===== config.mk =====
export PLATFORM = sky130hd
export DESIGN_NAME = memory_arbiter
export DESIGN_NICKNAME = d
export VERILOG_FILES = /design/src/rtl/memory_arbiter.sv
export SDC_FILE = /design/constraint.sdc
export NUM_CORES = 1
export LEC_CHECK = 0
export CAP_MARGIN = 20
export CORE_UTILIZATION = 42
export DETAILED_ROUTE_END_ITERATION = 8
export PLACE_DENSITY = 0.82
export REMOVE_ABC_BUFFERS = 1
export SYNTH_ARGS = -nofsm -noshare
export SYNTH_HDL_FRONTEND = slang
export SYNTH_SLANG_ARGS = --single-unit

===== constraint.sdc =====
create_clock -name clock -period 3.29 [get_ports clock]
set_input_delay 0.4935 -clock clock [delete_from_list [all_inputs] [get_ports clock]]
set_output_delay 0.4935 -clock clock [all_outputs]
set_load 0.02 [all_outputs]

===== src/rtl/memory_arbiter.sv =====
// Round-robin arbiter that gives REQUESTERS clients single-beat access to one
// main_memory control port. Each access takes IDLE -> ACCESS -> RESP, three cycles.
module memory_arbiter #(
   parameter int ADDR_WIDTH = 8,
   parameter int DATA_WIDTH = 8,
   parameter int REQUESTERS = 2
) (
   input  logic                          clock,
   input  logic                          reset_n,
   input  logic [REQUESTERS-1:0]         req,
   input  logic [REQUESTERS-1:0]         we,
   input  logic [ADDR_WIDTH-1:0]         addr [REQUESTERS],
   input  logic [DATA_WIDTH-1:0]         wdata [REQUESTERS],
   output logic [REQUESTERS-1:0]         ack,
   output logic [DATA_WIDTH-1:0]         rdata,
   output logic [$clog2(REQUESTERS)-1:0] grant_id,
   output logic                          busy,
   output logic [ADDR_WIDTH-1:0]         mem_addr,
   output logic [DATA_WIDTH-1:0]         mem_wdata,
   output logic                          mem_write,
   input  logic [DATA_WIDTH-1:0]         mem_rdata,
   output logic [1:0]                    dbg_state
);

   localparam int IDW = $clog2(REQUESTERS);

   // Handshake: a requester holds req (and its we/addr/wdata) stable until it
   // samples its ack bit high; ack is a one-cycle pulse and inputs are only
   // looked at while the FSM sits in IDLE.

   typedef enum logic [1:0] {
      IDLE   = 2'd0,
      ACCESS = 2'd1,
      RESP   = 2'd2
   } state_t;

   state_t         state;
   logic [IDW-1:0] last_winner;
   logic           arb_found;
   logic [IDW-1:0] arb_winner;
   logic [IDW-1:0] cand;

   assign dbg_state = state;

   // Search starts one past the previous winner so every active requester is
   // served within REQUESTERS grants.
   always_comb begin
      arb_found  = 1'b0;
      arb_winner = '0;
      cand       = '0;
      for (int i = 1; i <= REQUESTERS; i++) begin
         cand = IDW'((int'(last_winner) + i) % REQUESTERS);
         if (!arb_found && req[cand]) begin
            arb_found  = 1'b1;
            arb_winner = cand;
         end
      end
   end

   always_ff @(posedge clock or negedge reset_n) begin
      if (!reset_n) begin
         state       <= IDLE;
         ack         <= '0;
         rdata       <= '0;
         grant_id    <= '0;
         busy        <= 1'b0;
         mem_write   <= 1'b0;
         mem_addr    <= '0;
         mem_wdata   <= '0;
         last_winner <= IDW'(REQUESTERS - 1);
      end else begin
         case (state)
            IDLE: begin
               ack <= '0;
               if (arb_found) begin
                  state     <= ACCESS;
                  busy      <= 1'b1;
                  grant_id  <= arb_winner;
                  mem_addr  <= addr[arb_winner];
                  mem_wdata <= wdata[arb_winner];
                  mem_write <= we[arb_winner];
               end
            end
            ACCESS: begin
               // mem_write still carries the latched we of this access here.
               state       <= RESP;
               mem_write   <= 1'b0;
               last_winner <= grant_id;
               ack         <= REQUESTERS'(1) << grant_id;
               if (!mem_write) begin
                  rdata <= mem_rdata;
               end
            end
            RESP: begin
               state <= IDLE;
               busy  <= 1'b0;
               ack   <= '0;
            end
            default: begin
               state     <= IDLE;
               busy      <= 1'b0;
               ack       <= '0;
               mem_write <= 1'b0;
            end
         endcase
      end
   end

   a_write_only_in_access: assert property (
      @(posedge clock) disable iff (!reset_n) mem_write |-> (state == ACCESS));

   a_ack_onehot0: assert property (
      @(posedge clock) disable iff (!reset_n) $onehot0(ack));

endmodule


==> results of run 1 <==
-- registers in the layout, indices dropped and copies added (netlist names) --
| name | flops |
|---|---|
| ack | 2 |
| busy | 1 |
| dbg_state | 2 |
| grant_id | 1 |
| last_winner | 1 |
| mem_addr | 8 |
| mem_wdata | 8 |
| mem_write | 1 |
| rdata | 8 |
-- logic make-up (layout without fill, tap and decap cells) --
| logic type | after synthesis | in the layout | share of synthesized area, % |
|---|---|---|---|
| muxes | 41 | 41 | 35.7 |
| DFF | 32 | 32 | 55.0 |
| and+or+nand+nor | 7 | 7 | 2.49 |
| buffers and inverters | 7 | 89 | 3.95 |
| AOI/OAI and AO/OA | 6 | 6 | 2.83 |
-- cells in the mapped netlist, drive strengths merged --
| cell | instances | area share [%] |
|---|---|---|
| nor2 | 4 | 1.2 |
| dfrtp | 31 | 53 |
| or3 | 1 | 0.43 |
| dfstp | 1 | 1.8 |
| nand2b | 1 | 0.43 |
| mux2i | 1 | 0.69 |
| mux2 | 40 | 35 |
| o21ai | 3 | 1.0 |
| a21o | 1 | 0.52 |
| o32ai | 1 | 0.60 |
| nor2b | 1 | 0.43 |
| a21bo | 1 | 0.69 |
| buf | 3 | 2.9 |
| inv | 4 | 1.0 |
-- stage by stage --
stage | instance area, sq um | setup slack, ns | hold slack [ns] | instances
2_1_floorplan | 1420 | 1.45 | 0.198 | 90
3_3_place_gp | 2250 | 0.913 | 0.443 | 214
3_5_place_dp | 2250 | 0.841 | 0.452 | 214
4_1_cts | 2290 | 1.18 | 0.469 | 221
5_1_grt | 2290 | 1.16 | 0.483 | 221
6_report | 2290 | 1.18 | 0.469 | 221
-- worst max-delay path, cell delays in order --
cell	delay, ns
clkdlybuf4s50_1	0.42
a21bo_1	0.70
mux2_2	0.42
mux2_2	0.26
-- worst min path at each step --
| stage | start | to | slack [ns] | depth (start not counted) |
|---|---|---|---|---|
| floorplan | reset_n | ack[0] | 0.20 | 0 |
| global placement | grant_id | ack[0] | 0.44 | 1 |
| detailed placement | grant_id | ack[0] | 0.45 | 1 |
| CTS | grant_id | ack[0] | 0.47 | 1 |
| global route | grant_id | ack[0] | 0.48 | 1 |
| finish | grant_id | ack[0] | 0.47 | 1 |
-- where the power goes --
group / internal, mW / total, mW / switching (mW)
Sequential: 0.595 / 0.707 / 0.112
Clock: 0.0787 / 0.198 / 0.119
Combinational: 0.639 / 1.14 / 0.498
-- metal layers --
metal,global-route usage (%),routed length (um)
met1,19.5,1200
met2,30.8,1740
met3,7.04,185
met4,4.55,10
met5,0,0
-- cell type report --
cell class | instances | area [sq um]
inverter | 4 | 15.0
multi-input combinational | 54 | 598
clock buffer | 6 | 41.3
tap | 46 | 57.6
timing repair buffer | 78 | 776
sequential | 32 | 802
clock inverter | 1 | 5.00
fill | 246 | 1040
==> results.py, run 1 <==
metrics = {
    "run_status": {
        "outcome": "completed",
    },
    "worst_setup_path": {
        "end_kind": "register",
        "cp-endpoint": "mem_wdata[2]",
        "criticalPathCategory": "in -> reg",
        "cp-start-kind": "primary input",
        "crit_fanout": 17,
        "r2r-end": "mem_wdata[2]",
        "startpoint": "req[1]",
        "worst_ep_arrival_time_ns": 2.31,
        "r2r_slack_ns": 1.32,
        "worstPathRequired_ns": 3.49,
        "reg2reg_depth": 3,
        "r2r-start": "last_winner",
    },
    "placed_design": {
        "dpl.hpwl_um": 2420,
        "gp_congestion": 0.717,
        "port_buffers": 76,
    },
    "finish": {
        "drive_gt1_share_pct": 29.1,
        "nets": 221,
        "antenna_cells": 0,
        "final_common_cell": "clkdlybuf4s50_1",
        "final_cell_mix": "76 x clkdlybuf4s50_1, 31 x dfrtp_1, 24 x mux2_2",
        "final_util_pct": 68.8,
        "areaGrowthSynthToFinish_pct": 57.4,
    },
    "flow_run": {
        "drv_cap": 0,
    },
    "cts": {
        "clock-sinks": 32,
        "post_cts_buffers": 0,
        "cts_resized": 0,
        "clk_latency_ns": 0.31,
        "cts-root-buf": "clkbuf_4",
        "cts_max_level": 2,
        "cts-buffers-inserted": 5,
        "cts_hold_buffers": 0,
        "cts_tree": "built",
        "clk_path_buf_depth": 2,
        "clk_pin_slew_ns": 0.09,
    },
    "grt": {
        "grt_overflow": 0,
        "antenna_found_initial": 0,
        "grt_max_degree": 33,
        "grt_pass1_wl_um": 4500,
        "grt_pass1_vias": 990,
        "track_usage_pct": 17.4,
    },
    "sta": {
        "hold_viol_final": 0,
        "relSlewSlack_pct": 47.4,
        "max_freq_mhz": 474,
        "fin_skew_ns": 0.00701,
        "drv_slew": 0,
        "finalSetupTns_ns": 0,
        "worst_pin_slew_ns": 0.789,
        "rsz0062_at_grt": "no",
        "fin_crit_sh_pct": 64.2,
        "finalCriticalPeriod_ns": 2.11,
        "setup_viol": 0,
    },
    "pwr": {
        "p_per_area_mw_per_mm2": 890,
        "power_mw": 2.04,
        "leakagePower_nw": 1.00,
        "vdd_ir_drop_max_v": 0.000418,
    },
    "route": {
        "vias": 1035,
        "firstDrtPassIters": 4,
        "post-route-drc-count": 0,
        "drtIter0Drc": 22,
        "ant_nets": 0,
        "viasPerCell": 4.68,
        "totalWireLength_um": 3140,
        "wl_per_cell_um": 14.2,
    },
    "die": {
        "ioPinCount": 77,
        "die_area_sq_mm": 0.00371,
        "core_sq_mm": 0.00334,
        "fp-row-count": 21,
        "fp.dieH_um": 60.9,
        "die_x_um": 60.9,
        "initial_core_util_pct": 43.7,
    },
    "worst_hold_path": {
        "hold_class": "reg -> reg",
    },
    "logic_synthesis": {
        "syn_area_per_cell_sq_um": 15.7,
        "ys_seq_area_share_pct": 55.0,
        "syn_inst": 93,
        "yosys_warnings": 0,
        "synth-seq-cells": 32,
        "syn_area_sq_mm": 0.00146,
        "ys_types": 18,
    },
}
No activity file was read; power rests on OpenSTA's default activity.
==> inputs of run 2 (changes only) <==
--- a/config.mk
+++ b/config.mk
@@ -6,9 +6,9 @@
 export NUM_CORES = 1
 export LEC_CHECK = 0
 export CAP_MARGIN = 20
-export CORE_UTILIZATION = 42
+export CORE_UTILIZATION = 39
 export DETAILED_ROUTE_END_ITERATION = 8
-export PLACE_DENSITY = 0.82
+export PLACE_DENSITY = 0.77
 export REMOVE_ABC_BUFFERS = 1
 export SYNTH_ARGS = -nofsm -noshare
 export SYNTH_HDL_FRONTEND = slang
==> constraint.sdc (replaced) <==
create_clock -name clock -period 2.2 [get_ports clock]
set_input_delay 0.33 -clock clock [delete_from_list [all_inputs] [get_ports clock]]
set_output_delay 0.33 -clock clock [all_outputs]
set_load 0.02 [all_outputs]
==> results.py, run 2 (synthesized netlist as in run 1, its figures left out) <==
metrics = {
    "cts": {
        "cts-root-buf": "clkbuf_8",
        "cts_hold_buffers": 0,
        "post_cts_buffers": 0,
        "clock-sinks": 32,
        "cts_resized": 0,
        "cts_max_level": 2,
        "cts-buffers-inserted": 5,
        "clk_pin_slew_ns": 0.07,
        "clk_path_buf_depth": 2,
        "cts_tree": "built",
        "clk_latency_ns": 0.28,
    },
    "finish": {
        "areaGrowthSynthToFinish_pct": 65.2,
        "antenna_cells": 0,
        "final_cell_mix": "76 x clkdlybuf4s50_1, 31 x dfrtp_1, 24 x mux2_2",
        "final_cell_area_sq_mm": 0.00241,
        "instances_no_fill": 223,
        "final_common_cell": "clkdlybuf4s50_1",
        "largestRegisters": "mem_addr x8, mem_wdata x8, rdata x8",
        "drive_gt1_share_pct": 30.5,
        "nets": 222,
    },
    "grt": {
        "grt_pass1_vias": 1125,
        "grt_max_degree": 33,
        "grt_overflow": 0,
        "track_usage_pct": 18.8,
        "antenna_found_initial": 0,
        "grt_pass1_wl_um": 5550,
    },
    "worst_setup_path": {
        "criticalPathCategory": "in -> reg",
        "worstPathRequired_ns": 2.36,
        "cp-start-kind": "primary input",
        "end_kind": "register",
        "worst_ep_arrival_time_ns": 1.86,
        "crit_fanout": 18,
    },
    "die": {
        "die_area_sq_mm": 0.00399,
        "core_sq_mm": 0.00347,
        "initial_core_util_pct": 42.0,
        "ioPinCount": 77,
        "die_x_um": 63.1,
        "fp.dieH_um": 63.1,
        "fp-row-count": 21,
    },
    "route": {
        "firstDrtPassIters": 4,
        "totalWireLength_um": 3340,
        "drtIter0Drc": 19,
        "vias": 1072,
        "viasPerCell": 4.81,
        "wl_per_cell_um": 15.0,
        "post-route-drc-count": 0,
        "ant_nets": 0,
    },
    "sta": {
        "fin_skew_ns": 0.00794,
        "hold_viol_final": 0,
        "max_freq_mhz": 587,
        "drv_slew": 0,
        "worst_pin_slew_ns": 0.409,
        "rsz0062_at_grt": "no",
        "finalSetupTns_ns": 0,
        "setup_viol": 0,
        "fin_crit_sh_pct": 77.4,
        "finalCriticalPeriod_ns": 1.70,
        "hold_ws_ns": 0.433,
        "relSlewSlack_pct": 72.7,
    },
    "placed_design": {
        "dpl.hpwl_um": 2440,
        "port_buffers": 76,
        "post_dp_cell_area_sq_mm": 0.00228,
        "place_inst": 215,
        "gp_congestion": 0.701,
    },
    "run_status": {
        "outcome": "completed",
    },
    "pwr": {
        "vdd_ir_drop_max_v": 0.000729,
        "p_per_area_mw_per_mm2": 1420,
        "leakagePower_nw": 1.05,
        "power_mw": 3.43,
    },
    "flow_run": {
        "drv_cap": 0,
    },
    "worst_hold_path": {
        "hold_class": "in -> async",
    },
}
-- run 2: cell types whose count changed in the layout (fill, tap and decap cells not counted) --
cell / delta
buf_12: +2
buf_4: -1
bufinv_16: +1
clkbuf_1: -1
clkbuf_4: -5
clkbuf_8: +7
clkinv_2: -1
-- run 2: layer usage --
layer	wire [um]	vias to the layer above	track usage, %
met5	0	-	0
met4	61	0	7.85
met3	255	6	7.25
met2	1550	49	29.0
met1	1460	526	23.3
li1	-	491	-
-- run 2: report_power, final --
| part | switching (mW) | total (mW) | internal [mW] |
|---|---|---|---|
| clock network | 0.210 | 0.610 | 0.399 |
| registers | 0.170 | 1.06 | 0.893 |
| logic | 0.761 | 1.76 | 0.995 |
| total | 1.14 | 3.43 | 2.29 |
-- run 2: critical path, stage by stage --
cell and delay [ns]:
clkdlybuf4s50_1 0.49, nor2_1 0.07, or3_1 0.36, inv_2 0.09, buf_12 0.16, mux2_2 0.35
-- run 2: path summary, 6_finish.rpt --
| path | start | endpoint | slack, ns | depth (start not counted) |
|---|---|---|---|---|
| setup / recovery | req[0] | mem_addr[4] | 0.50 | 6 |
| hold / removal | reset_n | ack[1] | 0.43 | 2 |
| setup reg to reg | last_winner | mem_wdata[4] | 0.60 | 4 |
| hold reg to reg | grant_id | ack[0] | 0.46 | 1 |
| max in group asynchronous | reset_n | last_winner | 1.45 | 2 |
| min in group clock | grant_id | ack[0] | 0.46 | 1 |
-- run 2: layout make-up --
class / count / area (sq um)
Clock buffer: 7 / 96.3
Clock inverter: 1 / 30.0
Fill cell: 269 / 1060
Inverter: 4 / 15.0
Multi-Input combinational cell: 54 / 598
Sequential cell: 32 / 802
Tap cell: 46 / 57.6
Timing Repair Buffer: 79 / 808
-- run 2: through the flow --
| stage | worst slack (ns) | util [%] |
|---|---|---|
| after floorplan | 0.406 | - |
| after detailed placement | 0.222 | 65.8 |
| after CTS | 0.509 | 69.4 |
| final | 0.498 | 69.4 |
| after global routing | 0.453 | 69.4 |
| after global placement | 0.284 | 65.8 |
